**config.mk**
```make
export PLATFORM = sky130hd
export DESIGN_NAME = cpu_ctrl
export DESIGN_NICKNAME = d
export VERILOG_FILES = /design/src/rtl/cpu_ctrl_pkg.sv /design/src/rtl/cpu_ctrl_regfile.sv /design/src/rtl/cpu_ctrl.sv
export SDC_FILE = /design/constraint.sdc
export NUM_CORES = 1
export LEC_CHECK = 0
export CORE_MARGIN = 5
export CORE_UTILIZATION = 45
export DETAILED_ROUTE_END_ITERATION = 7
export GPL_TIMING_DRIVEN = 0
export MAX_ROUTING_LAYER = met4
export PLACE_DENSITY_LB_ADDON = 0.3
export SLEW_MARGIN = 20
export SYNTH_ARGS = -nofsm -noshare
export SYNTH_HDL_FRONTEND = slang
export SYNTH_SLANG_ARGS = --single-unit
```
**constraint.sdc**
```tcl
create_clock -name clk -period 5.5 [get_ports clk]
set_clock_uncertainty 0.2 [all_clocks]
set_input_delay 0.825 -clock clk [delete_from_list [all_inputs] [get_ports clk]]
set_output_delay 0.825 -clock clk [all_outputs]
set_load 0.02 [all_outputs]
```
**src/rtl/cpu_ctrl_pkg.sv**
```systemverilog
// Shared definitions for the 8-bit CPU controller: opcodes, FSM states, instruction fields.
// Latency: n/a (declarations only).
// Backpressure: n/a.
package cpu_ctrl_pkg;

  // Instruction word layout: [15:12] op, [11:10] rd, [9:8] rs, [7:0] imm
  localparam int unsigned OP_HI  = 15;
  localparam int unsigned OP_LO  = 12;
  localparam int unsigned RD_HI  = 11;
  localparam int unsigned RD_LO  = 10;
  localparam int unsigned RS_HI  = 9;
  localparam int unsigned RS_LO  = 8;
  localparam int unsigned IMM_HI = 7;
  localparam int unsigned IMM_LO = 0;

  // Opcodes; AND..LTI is the contiguous defined range, 4'hF is undefined
  localparam logic [3:0] OP_AND   = 4'h0;
  localparam logic [3:0] OP_OR    = 4'h1;
  localparam logic [3:0] OP_ADD   = 4'h2;
  localparam logic [3:0] OP_SUB   = 4'h3;
  localparam logic [3:0] OP_CMP   = 4'h4;
  localparam logic [3:0] OP_ADDI  = 4'h5;
  localparam logic [3:0] OP_SUBI  = 4'h6;
  localparam logic [3:0] OP_CMPI  = 4'h7;
  localparam logic [3:0] OP_LOAD  = 4'h8;
  localparam logic [3:0] OP_STORE = 4'h9;
  localparam logic [3:0] OP_JMP   = 4'hA;
  localparam logic [3:0] OP_JMPR  = 4'hB;
  localparam logic [3:0] OP_JNZ   = 4'hC;
  localparam logic [3:0] OP_LI    = 4'hD;
  localparam logic [3:0] OP_LTI   = 4'hE;

  typedef enum logic [2:0] {
    ST_FETCH  = 3'd0,
    ST_DECODE = 3'd1,
    ST_EXEC   = 3'd2,
    ST_MEM    = 3'd3,
    ST_WB     = 3'd4,
    ST_HALT   = 3'd5
  } state_t;

  function automatic logic op_defined(input logic [3:0] op);
    return (op <= OP_LTI);
  endfunction

  function automatic logic op_is_mem(input logic [3:0] op);
    return (op == OP_LOAD) || (op == OP_STORE);
  endfunction

  function automatic logic op_is_cmp(input logic [3:0] op);
    return (op == OP_CMP) || (op == OP_CMPI) || (op == OP_LTI);
  endfunction

  // Every defined op writes rd except control transfers and stores
  function automatic logic op_writes_rd(input logic [3:0] op);
    return op_defined(op) && (op != OP_JMP) && (op != OP_JMPR) &&
           (op != OP_JNZ) && (op != OP_STORE);
  endfunction

endpackage

```
**src/rtl/cpu_ctrl_regfile.sv**
```systemverilog
// 4x8 register file: two asynchronous read ports (rs, rd), one synchronous write port.
// Latency: reads combinational; write visible the cycle after we_i.
// Backpressure: none; synchronous active-low clear overrides writes.
module cpu_ctrl_regfile
  import cpu_ctrl_pkg::*;
(
  input  logic       clk,
  input  logic       rst_n,
  input  logic       we_i,
  input  logic [1:0] waddr_i,
  input  logic [7:0] wdata_i,
  input  logic [1:0] rs_addr_i,
  input  logic [1:0] rd_addr_i,
  output logic [7:0] rs_data_o,
  output logic [7:0] rd_data_o
);

  logic [7:0] regs_q [4];

  // Register storage with synchronous clear and single write port
  always_ff @(posedge clk) begin
    if (!rst_n) begin
      for (int i = 0; i < 4; i++) regs_q[i] <= 8'h00;
    end else if (we_i) begin
      regs_q[waddr_i] <= wdata_i;
    end
  end

  assign rs_data_o = regs_q[rs_addr_i];
  assign rd_data_o = regs_q[rd_addr_i];

endmodule

```
**src/rtl/cpu_ctrl.sv**
```systemverilog
// Multi-cycle fetch/decode/execute controller driving an external alu and imem/dmem.
// Latency: 4 cycles/instr with zero-wait memories, 5 for LOAD/STORE, +1 per wait cycle.
// Backpressure: req held with stable address/data until ack; acks with req low are ignored.
module cpu_ctrl
  import cpu_ctrl_pkg::*;
#(
  parameter logic [7:0] PC_RESET = 8'h00
) (
  input  logic        clk,
  input  logic        rst_n,
  output logic        imem_req,
  output logic [7:0]  imem_addr,
  input  logic        imem_ack,
  input  logic [15:0] imem_data,
  output logic        dmem_req,
  output logic        dmem_we,
  output logic [7:0]  dmem_addr,
  output logic [7:0]  dmem_wdata,
  input  logic        dmem_ack,
  input  logic [7:0]  dmem_rdata,
  output logic [3:0]  alu_op,
  output logic [7:0]  alu_in0,
  output logic [7:0]  alu_in1,
  input  logic [7:0]  alu_out,
  input  logic        alu_zf,
  output logic [7:0]  pc,
  output logic        halted
);

  state_t      state_q, state_d;
  logic [7:0]  pc_q, pc_d;
  logic [15:0] ir_q, ir_d;
  logic [7:0]  res_q, res_d;
  logic        flag_q, flag_d;
  logic        imem_req_q, imem_req_d;
  logic        dmem_req_q, dmem_req_d;
  logic        dmem_we_q, dmem_we_d;
  logic        halted_q, halted_d;
  logic [3:0]  alu_op_q, alu_op_d;
  logic [7:0]  alu_in0_q, alu_in0_d;
  logic [7:0]  alu_in1_q, alu_in1_d;

  logic [3:0]  op;
  logic [1:0]  rd_sel;
  logic [1:0]  rs_sel;
  logic [7:0]  imm;
  logic [7:0]  rs_data;
  logic [7:0]  rd_data;
  logic        rf_we;

  assign op     = ir_q[OP_HI:OP_LO];
  assign rd_sel = ir_q[RD_HI:RD_LO];
  assign rs_sel = ir_q[RS_HI:RS_LO];
  assign imm    = ir_q[IMM_HI:IMM_LO];

  cpu_ctrl_regfile u_regfile (
    .clk       (clk),
    .rst_n     (rst_n),
    .we_i      (rf_we),
    .waddr_i   (rd_sel),
    .wdata_i   (res_q),
    .rs_addr_i (rs_sel),
    .rd_addr_i (rd_sel),
    .rs_data_o (rs_data),
    .rd_data_o (rd_data)
  );

  // State and datapath registers; requests are registered so reset drops them next edge
  always_ff @(posedge clk) begin
    if (!rst_n) begin
      state_q    <= ST_FETCH;
      pc_q       <= PC_RESET;
      ir_q       <= 16'h0000;
      res_q      <= 8'h00;
      flag_q     <= 1'b0;
      imem_req_q <= 1'b0;
      dmem_req_q <= 1'b0;
      dmem_we_q  <= 1'b0;
      halted_q   <= 1'b0;
      alu_op_q   <= 4'h0;
      alu_in0_q  <= 8'h00;
      alu_in1_q  <= 8'h00;
    end else begin
      state_q    <= state_d;
      pc_q       <= pc_d;
      ir_q       <= ir_d;
      res_q      <= res_d;
      flag_q     <= flag_d;
      imem_req_q <= imem_req_d;
      dmem_req_q <= dmem_req_d;
      dmem_we_q  <= dmem_we_d;
      halted_q   <= halted_d;
      alu_op_q   <= alu_op_d;
      alu_in0_q  <= alu_in0_d;
      alu_in1_q  <= alu_in1_d;
    end
  end

  // Next-state and datapath updates for each FSM phase
  always_comb begin
    state_d    = state_q;
    pc_d       = pc_q;
    ir_d       = ir_q;
    res_d      = res_q;
    flag_d     = flag_q;
    imem_req_d = imem_req_q;
    dmem_req_d = dmem_req_q;
    dmem_we_d  = dmem_we_q;
    halted_d   = halted_q;
    alu_op_d   = alu_op_q;
    alu_in0_d  = alu_in0_q;
    alu_in1_d  = alu_in1_q;
    rf_we      = 1'b0;

    case (state_q)
      ST_FETCH: begin
        // Right after reset the request is still low; raise it and wait for the ack
        if (imem_req_q && imem_ack) begin
          ir_d       = imem_data;
          imem_req_d = 1'b0;
          state_d    = ST_DECODE;
        end else begin
          imem_req_d = 1'b1;
        end
      end

      ST_DECODE: begin
        if (!op_defined(op)) begin
          halted_d = 1'b1;
          state_d  = ST_HALT;
        end else begin
          alu_op_d = op;
          case (op)
            OP_AND, OP_OR, OP_ADD, OP_SUB, OP_CMP: begin
              alu_in0_d = rs_data;
              alu_in1_d = rd_data;
            end
            OP_ADDI, OP_SUBI, OP_CMPI, OP_LTI: begin
              alu_in0_d = imm;
              alu_in1_d = rd_data;
            end
            OP_LOAD, OP_STORE: begin
              alu_in0_d = imm;
              alu_in1_d = rs_data;
            end
            OP_JMPR: begin
              alu_in0_d = imm;
              alu_in1_d = pc_q;
            end
            default: begin  // JMP, JNZ, LI pass the immediate through
              alu_in0_d = imm;
              alu_in1_d = 8'h00;
            end
          endcase
          state_d = ST_EXEC;
        end
      end

      ST_EXEC: begin
        res_d = alu_out;
        if (op_is_cmp(op)) flag_d = alu_zf;
        if (op_is_mem(op)) begin
          dmem_req_d = 1'b1;
          dmem_we_d  = (op == OP_STORE);
          state_d    = ST_MEM;
        end else begin
          state_d = ST_WB;
        end
      end

      ST_MEM: begin
        if (dmem_req_q && dmem_ack) begin
          if (!dmem_we_q) res_d = dmem_rdata;
          dmem_req_d = 1'b0;
          dmem_we_d  = 1'b0;
          state_d    = ST_WB;
        end
      end

      ST_WB: begin
        rf_we = op_writes_rd(op);
        if ((op == OP_JMP) || (op == OP_JMPR) || ((op == OP_JNZ) && flag_q)) begin
          pc_d = res_q;
        end else begin
          pc_d = pc_q + 8'd1;
        end
        imem_req_d = 1'b1;
        state_d    = ST_FETCH;
      end

      ST_HALT: begin
        state_d = ST_HALT;
      end

      default: begin
        state_d = ST_FETCH;
      end
    endcase
  end

  assign imem_req   = imem_req_q;
  assign imem_addr  = pc_q;
  assign dmem_req   = dmem_req_q;
  assign dmem_we    = dmem_we_q;
  assign dmem_addr  = res_q;
  assign dmem_wdata = rd_data;
  assign alu_op     = alu_op_q;
  assign alu_in0    = alu_in0_q;
  assign alu_in1    = alu_in1_q;
  assign pc         = pc_q;
  assign halted     = halted_q;

endmodule

```
==> results.yml, run 1 <==
timing:
  slew_viol_final: 0
  holdWs_ns: 0.266
  period_share: 0.570
  period_needed_ns: 3.13
  maxSlewHeadroom: 0.265
  worstMarginPinSlew_ns: 1.09
  rsz0062_at_grt: "no"
  fmax_mhz: 319
  final.setup.tns_ns: 0
  final_hold_viol_count: 0
  finalSetupViolCount: 0
final_layout:
  register_area_sq_um: 2240
  antenna_cells: 0
  layout-drive-gt1-share: 0.119
  syn2layout_area_growth_pct: 27.6
  mostFrequentLayoutCells: "91 x clkdlybuf4s50_1, 65 x nand2_1, 64 x dfxtp_1"
  fillers: 878
  multi_input_comb_area_sq_um: 2130
  nets: 586
  final_common_cell: "clkdlybuf4s50_1"
route:
  first_pass_iters: 7
  drt-total-wl_mm: 12.0
  drc: 0
  vias: 3775
  vias_per_cell: 5.48
  post_drt_wl_per_cell_um: 17.4
  final_antenna_net_count: 0
  drt_iter0_drc: 211
grt:
  grt_pass1_vias: 3862
  antenna_found_initial: 0
  grt_overflow_total: 0
  grt_max_degree: 18
  grt_pass1_wl_mm: 19.9
  groute.usage.overall: 0.204
logic_synthesis:
  ys_warn_count: 0
  synth-edff-count: 32
  ys_ff_latch: 96
  synth_cell_type_count: 56
  syn_area_sq_um: 4610
  synthArstFlopShare: 0
  netlist_instances: 446
  syn-mean-instance-area_sq_um: 10.3
  syn_nets: 484
  ys_seq_area_frac: 0.487
  synthFlopType: "dfxtp_1"
floorplanning:
  die_width_um: 111
  coreArea_sq_um: 10100
  placementRows: 37
  fp.dieH_um: 111
  dieArea_sq_um: 12400
  num_io_pins: 93
  start_util: 0.454
power_and_ir_drop:
  p_per_area_nw_per_um2: 310
  p_leak_nw: 2.12
  ir_worst_vdd_mv: 0.123
setup_path:
  path_class: "register to output port"
  crit_slowest_cell: "mux4_2"
  arrival_ns: 2.11
  startpoint_type: "register"
  timing.critical_path.buf_inv: 2
  crit_fanout: 8
  path_cells: "buf_2 -> mux4_2 -> clkdlybuf4s50_1"
  max_stage_delay_ns: 0.60
  crit_family: "buffers and inverters"
  endpoint_kind: "output port"
  required_ns: 4.47
  reg2reg_slack_ns: 2.46
  rr_worst_depth: 5
  rr_endpoint: "u_regfile.regs_q[0][1]$_SDFFCE_PN0P_"
  r2r-start: "state_q[2]$_SDFFE_PN0P_"
cts:
  cts_max_level: 3
  cts_setup_buffers: 0
  clock_latency_ns: 0.37
  cts.sinks: 96
  cts_hold_buf: 0
  cts_resized: 0
  cts_buffers: 9
  path_clk_slew_ns: 0.10
  tritoncts: "built"
  root_buffer: "clkbuf_8"
  clockBufferDepth: 2
min_path:
  hold_depth: 2
  worstHoldStart: "ir_q[4]$_SDFFE_PN0P_"
  min_to: "ir_q[4]$_SDFFE_PN0P_"
  hold_class: "register to register"
placed_design:
  place_congestion: 0.877
  numPortBuffers: 91
  dp_hpwl_mm: 9.35
flow_run:
  drv_cap: 0
status:
  outcome: "completed"
-- how the worst max path moves through the flow --
stage / to / from / cells past startpoint
6_report: dmem_wdata[7] / register / 3
5_1_grt: u_regfile.regs_q[0][5]$_SDFFCE_PN0P_ / state_q[2]$_SDFFE_PN0P_ / 5
4_1_cts: dmem_wdata[5] / register / 3
3_5_place_dp: u_regfile.regs_q[0][1]$_SDFFCE_PN0P_ / rst_n / 4
3_3_place_gp: u_regfile.regs_q[0][1]$_SDFFCE_PN0P_ / rst_n / 4
2_1_floorplan: u_regfile.regs_q[0][0]$_SDFFCE_PN0P_ / rst_n / 4
-- tightest hold or removal path: stages (launching register included) --
cell and delay [ns]:
dfxtp_1 0.32, nand2_1 0.05, a21oi_1 0.05
-- registers in the layout, indices dropped and copies added (netlist names), named ones only --
name,cells
u_regfile.regs_q,32
ir_q,16
alu_in0,8
alu_in1,8
dmem_addr,8
imem_addr,8
alu_op,4
state_q,3
dmem_req,1
dmem_we,1
flag_q,1
halted,1
imem_req,1
-- cell families (layout without fill, tap and decap cells) --
family	count (synthesis)	count (layout)	synth area share
fa+ha+maj	1	1	0.00272
flops	96	96	0.487
simple gates	157	157	0.175
mux	38	38	0.127
compound gates	104	104	0.153
xor+xnor	3	3	0.00571
buf+inv	47	154	0.0497
-- area by class of cell --
cell class                      instances  share of cell area
Sequential cell                        96               0.382
Multi-Input combinational cell        303               0.363
Timing Repair Buffer                   91               0.155
Buffer                                 40              0.0345
Tap cell                              136              0.0290
Clock buffer                           10              0.0234
Clock inverter                          6             0.00894
Inverter                                7             0.00447
-- report_power, final --
part           switching (W)  internal (W)  leakage (nW)  total (W)
logic               0.000281      0.000235          1.17   0.000516
registers          0.0000611      0.000803         0.851   0.000864
clock network       0.000260      0.000183        0.0910   0.000443
total               0.000602       0.00122          2.12    0.00182
-- cell usage after synthesis (all sizes together) (2+ instances only) --
library cell	count	area share
nand3	4	0.0043
mux2	2	0.0049
nor3b	2	0.0057
o221a	5	0.012
mux2i	20	0.043
a211oi	8	0.013
and2	30	0.041
a221oi	8	0.015
dfxtp	64	0.28
mux4	16	0.078
a21o	3	0.0049
o21ai	17	0.018
inv	7	0.0057
or3b	3	0.0057
o22ai	3	0.0041
nor3	5	0.0054
nand3b	3	0.0049
nand2b	7	0.011
buf	19	0.027
a21oi	40	0.043
nand4	4	0.0054
edfxtp	32	0.21
clkbuf	21	0.017
nand2	65	0.053
a222oi	8	0.017
nor2	22	0.018
nor2b	4	0.0054
o2111ai	2	0.0038
nor4	3	0.0054
xor2	2	0.0038
-- stage by stage --
stage	std cells	total power (W)	worst slack, ns	cell area, sq um	util
after floorplan	446	0.00118	2.92	4610	-
after global placement	673	0.00138	2.18	5690	0.561
after detailed placement	673	0.00140	2.15	5690	0.561
after CTS	689	0.00183	2.34	5880	0.580
after global routing	689	0.00191	2.22	5880	0.580
final	689	0.00182	2.37	5880	0.580
-- layer usage --
metal  up-vias  part of all wire  GRT usage
li1       1836                 -          -
met1      1784              0.44      0.250
met2       133              0.49      0.335
met5         -                 0          -
met4         0             0.018     0.0803
met3        22             0.050     0.0355
Note: power is estimated with default switching activity, not from simulation.
==> inputs of run 2 (changes only) <==
Clock period 5.5 ns to 2.5 ns, I/O delays scaled along.
==> run 2 against run 1 <==
  * Die area did not move
  * Clock power rose by 120%
  * Sequential power rose by 120%
  * Sequential share of layout area fell by 0.48 points
  * Final cell count rose by 0.44%
  * Worst setup slack got worse by 2.2 ns
==> results.yml, run 2 (same netlist as run 1, synthesis figures left out) <==
placed_design:
  place_congestion: 0.877
  dp_hpwl_mm: 9.35
  place_ws_ns: -0.544
  place_area_sq_um: 5690
  numPortBuffers: 91
cts:
  tritoncts: "built"
  path_clk_slew_ns: 0.09
  cts_buffers: 9
  clockBufferDepth: 2
  cts.sinks: 96
  cts_max_level: 3
  cts_hold_buf: 0
  root_buffer: "clkbuf_8"
  clock_latency_ns: 0.37
route:
  drt-total-wl_mm: 12.1
  post_drt_wl_per_cell_um: 17.5
  vias: 3850
  vias_per_cell: 5.56
  top_layer_used: "met4"
  wl_met2_mm: 5.97
  met3_length_um: 708
  final_antenna_net_count: 0
  drt_iter0_drc: 184
  drc: 0
  drt-met1-wl_mm: 5.18
  first_pass_iters: 5
floorplanning:
  die_width_um: 111
  coreArea_sq_um: 10100
  num_io_pins: 93
  placementRows: 37
  fp.dieH_um: 111
  start_util: 0.454
  dieArea_sq_um: 12400
grt:
  antenna_found_initial: 0
  grt_max_degree: 18
  groute.usage.overall: 0.206
  grt_pass1_vias: 3888
  grt_pass1_wl_mm: 20.0
  grt_overflow_total: 0
power_and_ir_drop:
  p_per_area_nw_per_um2: 675
  p_leak_nw: 2.16
  ir_worst_vdd_mv: 0.274
timing:
  holdWs_ns: 0.264
  final_hold_viol_count: 0
  final.setup.tns_ns: 0
  period_needed_ns: 2.37
  rsz0062_at_grt: "no"
  slew_viol_final: 0
  finalSetupViolCount: 0
  fmax_mhz: 421
  fin_ws_ns: 0.126
  worstMarginPinSlew_ns: 0.747
  period_share: 0.949
  maxSlewHeadroom: 0.502
final_layout:
  syn2layout_area_growth_pct: 29.2
  utilization: 0.587
  mostFrequentLayoutCells: "83 x clkdlybuf4s50_1, 65 x nand2_1, 64 x dfxtp_1"
  final_common_cell: "clkdlybuf4s50_1"
  layout-drive-gt1-share: 0.135
  antenna_cells: 0
  nets: 589
  largest_register: "u_regfile.regs_q"
  largest_reg_flops: 32
  largest_registers: "u_regfile.regs_q x32, ir_q x16"
  final_cell_area_sq_um: 5950
setup_path:
  max_stage_delay_ns: 0.57
  timing.critical_path.buf_inv: 2
  path_class: "register to output port"
  path_cells: "buf_4 -> mux4_2 -> dlygate4sd2_1"
  crit_slowest_cell: "mux4_2"
  required_ns: 1.92
  endpoint_kind: "output port"
  arrival_ns: 1.80
  crit_fanout: 8
  startpoint_type: "register"
  crit_family: "multiplexers"
min_path:
  hold_class: "register to register"
status:
  outcome: "completed"
flow_run:
  drv_cap: 0
==> run 2: cell count changes in the layout (fill, tap and decap cells not counted), moves of 2 or more <==
| cell | change |
|---|---|
| nor4_4 | +2 |
| buf_4 | +5 |
| dlygate4sd2_1 | +8 |
| clkdlybuf4s50_1 | -8 |
| nand2b_1 | -2 |
| o21ai_2 | +2 |
| o21ai_1 | -2 |
| nand2b_2 | +2 |
==> run 2: what timing repair did <==
item | in CTS | in global routing
pin swaps | 0 | 1
setup buffers | 1 | 3
gates resized for setup | 16 | 4
endpoints found under the setup margin | 48 | 52
==> run 2: worst paths after layout <==
path | endpoint | slack, ns | cells after the start | from
hold reg to reg | ir_q[4]$_SDFFE_PN0P_ | 0.26 | 2 | ir_q[4]$_SDFFE_PN0P_
setup / recovery | dmem_wdata[7] | 0.13 | 3 | register
setup reg to reg | imem_addr[4]$_SDFFE_PN0P_ | 0.14 | 5 | ir_q[12]$_SDFFE_PN0P_
hold / removal | ir_q[4]$_SDFFE_PN0P_ | 0.26 | 2 | ir_q[4]$_SDFFE_PN0P_
==> run 2: cell type report <==
| type | count | area, sq um |
|---|---|---|
| buffer | 39 | 201 |
| tap | 136 | 170 |
| clock buffer | 10 | 138 |
| timing repair buffer | 95 | 931 |
| inverter | 7 | 26.3 |
| fill | 869 | 4190 |
| sequential | 96 | 2240 |
| multi-input combinational | 303 | 2190 |
| clock inverter | 6 | 52.6 |
==> run 2: through the flow <==
step	power, W	cells
after floorplan	0.00260	446
after global placement	0.00304	673
after detailed placement	0.00307	673
after CTS	0.00402	689
after global routing	0.00421	692
final	0.00402	692
==> run 2: routing by layer <==
| layer | vias up | GRT usage |
|---|---|---|
| met2 | 161 | 0.342 |
| met4 | 0 | 0.0811 |
| met5 | - | - |
| met1 | 1817 | 0.249 |
| li1 | 1845 | - |
| met3 | 27 | 0.0371 |
==> run 2: tightest hold or removal path: cells and delay by family (launching register included) <==
| kind | cells | cell delay, ns |
|---|---|---|
| simple gates | 1 | 0.05 |
| compound gates | 1 | 0.05 |
| flops | 1 | 0.32 |
==> run 2: report_power, final <==
part	leakage, nW	switching, W	internal [W]
clock	0.0910	0.000572	0.000402
combinational	1.22	0.000622	0.000511
sequential	0.851	0.000142	0.00177
==> inputs of run 3 (changes only) <==
Settings changed: RECOVER_POWER set to 100.
==> run 3 against run 2 <==
  * Worst setup slack gained 0.00072 ns
  * Wire length is essentially flat
  * Hold slack gained 0.00081 ns
  * Design area shrank 0.59%
  * Flip-flop and latch count is the same
  * Combinational power shrank 4%
  * Clock power grew 0.4%
  * Final cell count is the same
  * Non-clock buffer count is the same
  * First-iteration DRC count grew 28%
  * Via count shrank 0.60%
  * Largest power group unchanged
==> results.yml, run 3 (same netlist as run 1, synthesis figures left out) <==
placed_design:
  dp_hpwl_mm: 9.35
  place_congestion: 0.877
  dp.cells: 673
  numPortBuffers: 91
setup_path:
  crit_slowest_cell: "mux4_2"
  path_cells: "buf_4 -> mux4_2 -> dlygate4sd2_1"
  r2r-start: "state_q[0]$_SDFFE_PN0P_"
  arrival_ns: 1.80
  required_ns: 1.92
  endpoint_kind: "output port"
  crit_fanout: 8
  path_class: "register to output port"
  startpoint_type: "register"
  max_stage_delay_ns: 0.57
route:
  vias_per_cell: 5.53
  first_pass_iters: 7
  post_drt_wl_per_cell_um: 17.5
  drc: 0
  final_antenna_net_count: 0
  vias: 3827
  drt-total-wl_mm: 12.1
  drt_iter0_drc: 235
floorplanning:
  start_util: 0.454
  die_width_um: 111
  dieArea_sq_um: 12400
  coreArea_sq_um: 10100
  placementRows: 37
  fp.dieH_um: 111
  num_io_pins: 93
final_layout:
  largest_registers: "u_regfile.regs_q x32, ir_q x16"
  largest_register: "u_regfile.regs_q"
  layout-drive-gt1-share: 0.126
  largest_reg_flops: 32
  syn2layout_area_growth_pct: 28.5
  final_common_cell: "nand2_1"
  finalNonFillerCells: 692
  antenna_cells: 0
  mostFrequentLayoutCells: "65 x nand2_1, 64 x dfxtp_1, 49 x dlygate4sd3_1"
  nets: 589
timing:
  maxSlewHeadroom: 0.508
  period_share: 0.949
  rsz0062_at_grt: "no"
  slew_viol_final: 0
  period_needed_ns: 2.37
  finalSetupViolCount: 0
  final.setup.tns_ns: 0
  fmax_mhz: 421
  final_hold_viol_count: 0
  worstMarginPinSlew_ns: 0.737
grt:
  grt_overflow_total: 0
  grt_pass1_vias: 3888
  grt_pass1_wl_mm: 20.0
  groute.usage.overall: 0.206
  grt_max_degree: 18
  antenna_found_initial: 0
cts:
  clock_latency_ns: 0.37
  cts_buffers: 9
  cts_max_level: 3
  cts.sinks: 96
  tritoncts: "built"
  path_clk_slew_ns: 0.09
  cts_hold_buf: 0
  root_buffer: "clkbuf_8"
  clockBufferDepth: 2
min_path:
  worstHoldStart: "ir_q[4]$_SDFFE_PN0P_"
  hold_class: "register to register"
status:
  outcome: "completed"
power_and_ir_drop:
  p_leak_nw: 2.28
  ir_worst_vdd_mv: 0.273
  p_per_area_nw_per_um2: 671
flow_run:
  drv_cap: 0
-- run 3: cell count changes in the layout (fill, tap and decap cells not counted), moves of 2 or more --
| cell | before | now |
|---|---|---|
| and2_0 | 0 | 17 |
| clkbuf_2 | 0 | 2 |
| and2_1 | 30 | 13 |
| buf_2 | 5 | 1 |
| clkbuf_1 | 21 | 26 |
| buf_4 | 13 | 11 |
| clkdlybuf4s50_1 | 83 | 34 |
| dlygate4sd3_1 | 0 | 49 |
-- run 3: metal layers --
| layer | GRT usage | routed length (um) |
|---|---|---|
| met1 | 0.249 | 5260 |
| met2 | 0.342 | 5970 |
| met3 | 0.0371 | 638 |
| met4 | 0.0811 | 267 |
| met5 | - | 0 |
-- run 3: report_power, final --
group	internal [W]	total [W]	switching [W]
logic	0.000468	0.00109	0.000622
clock network	0.000403	0.000978	0.000576
registers	0.00177	0.00190	0.000136
-- run 3: layout make-up --
| class | count | area (sq um) |
|---|---|---|
| buffer | 39 | 199 |
| multi-input combinational | 303 | 2170 |
| tap | 136 | 170 |
| fill | 880 | 4220 |
| sequential | 96 | 2240 |
| inverter | 7 | 26.3 |
| clock buffer | 10 | 138 |
| clock inverter | 6 | 52.6 |
| timing repair buffer | 95 | 923 |
-- run 3: worst max-delay path: cells and delay by family, from the launching register on --
family / cells / cell delay [ns]
DFF: 1 / 0.32
buffers and inverters: 2 / 0.55
muxes: 1 / 0.57
-- run 3: final timing paths --
path                                                end  slack (ns)  cells past startpoint
worst min register to register     ir_q[4]$_SDFFE_PN0P_        0.26                      2
worst max-delay path                      dmem_wdata[0]        0.13                      3
worst min-delay path               ir_q[4]$_SDFFE_PN0P_        0.26                      2
worst max register to register  alu_in1[0]$_SDFFE_PN0P_        0.20                      7
-- run 3: repair_timing --
| action | 4_1_cts | 5_1_grt |
|---|---|---|
| setup buffers | 1 | 3 |
| gates resized for setup | 16 | 4 |
| pin swaps | 0 | 1 |
| setup endpoints to repair | 48 | 52 |
-- run 3: metrics by stage --
step           power (W)  hold slack [ns]  utilization  worst slack, ns  cell area (sq um)
3_3_place_gp     0.00304            0.243        0.561           -0.429               5690
6_report         0.00397            0.264        0.584            0.127               5920
5_1_grt          0.00416            0.274        0.584           0.0408               5920
2_1_floorplan    0.00260            0.236            -            0.181               4610
3_5_place_dp     0.00307            0.249        0.561           -0.544               5690
4_1_cts          0.00402            0.263        0.582           0.0145               5900
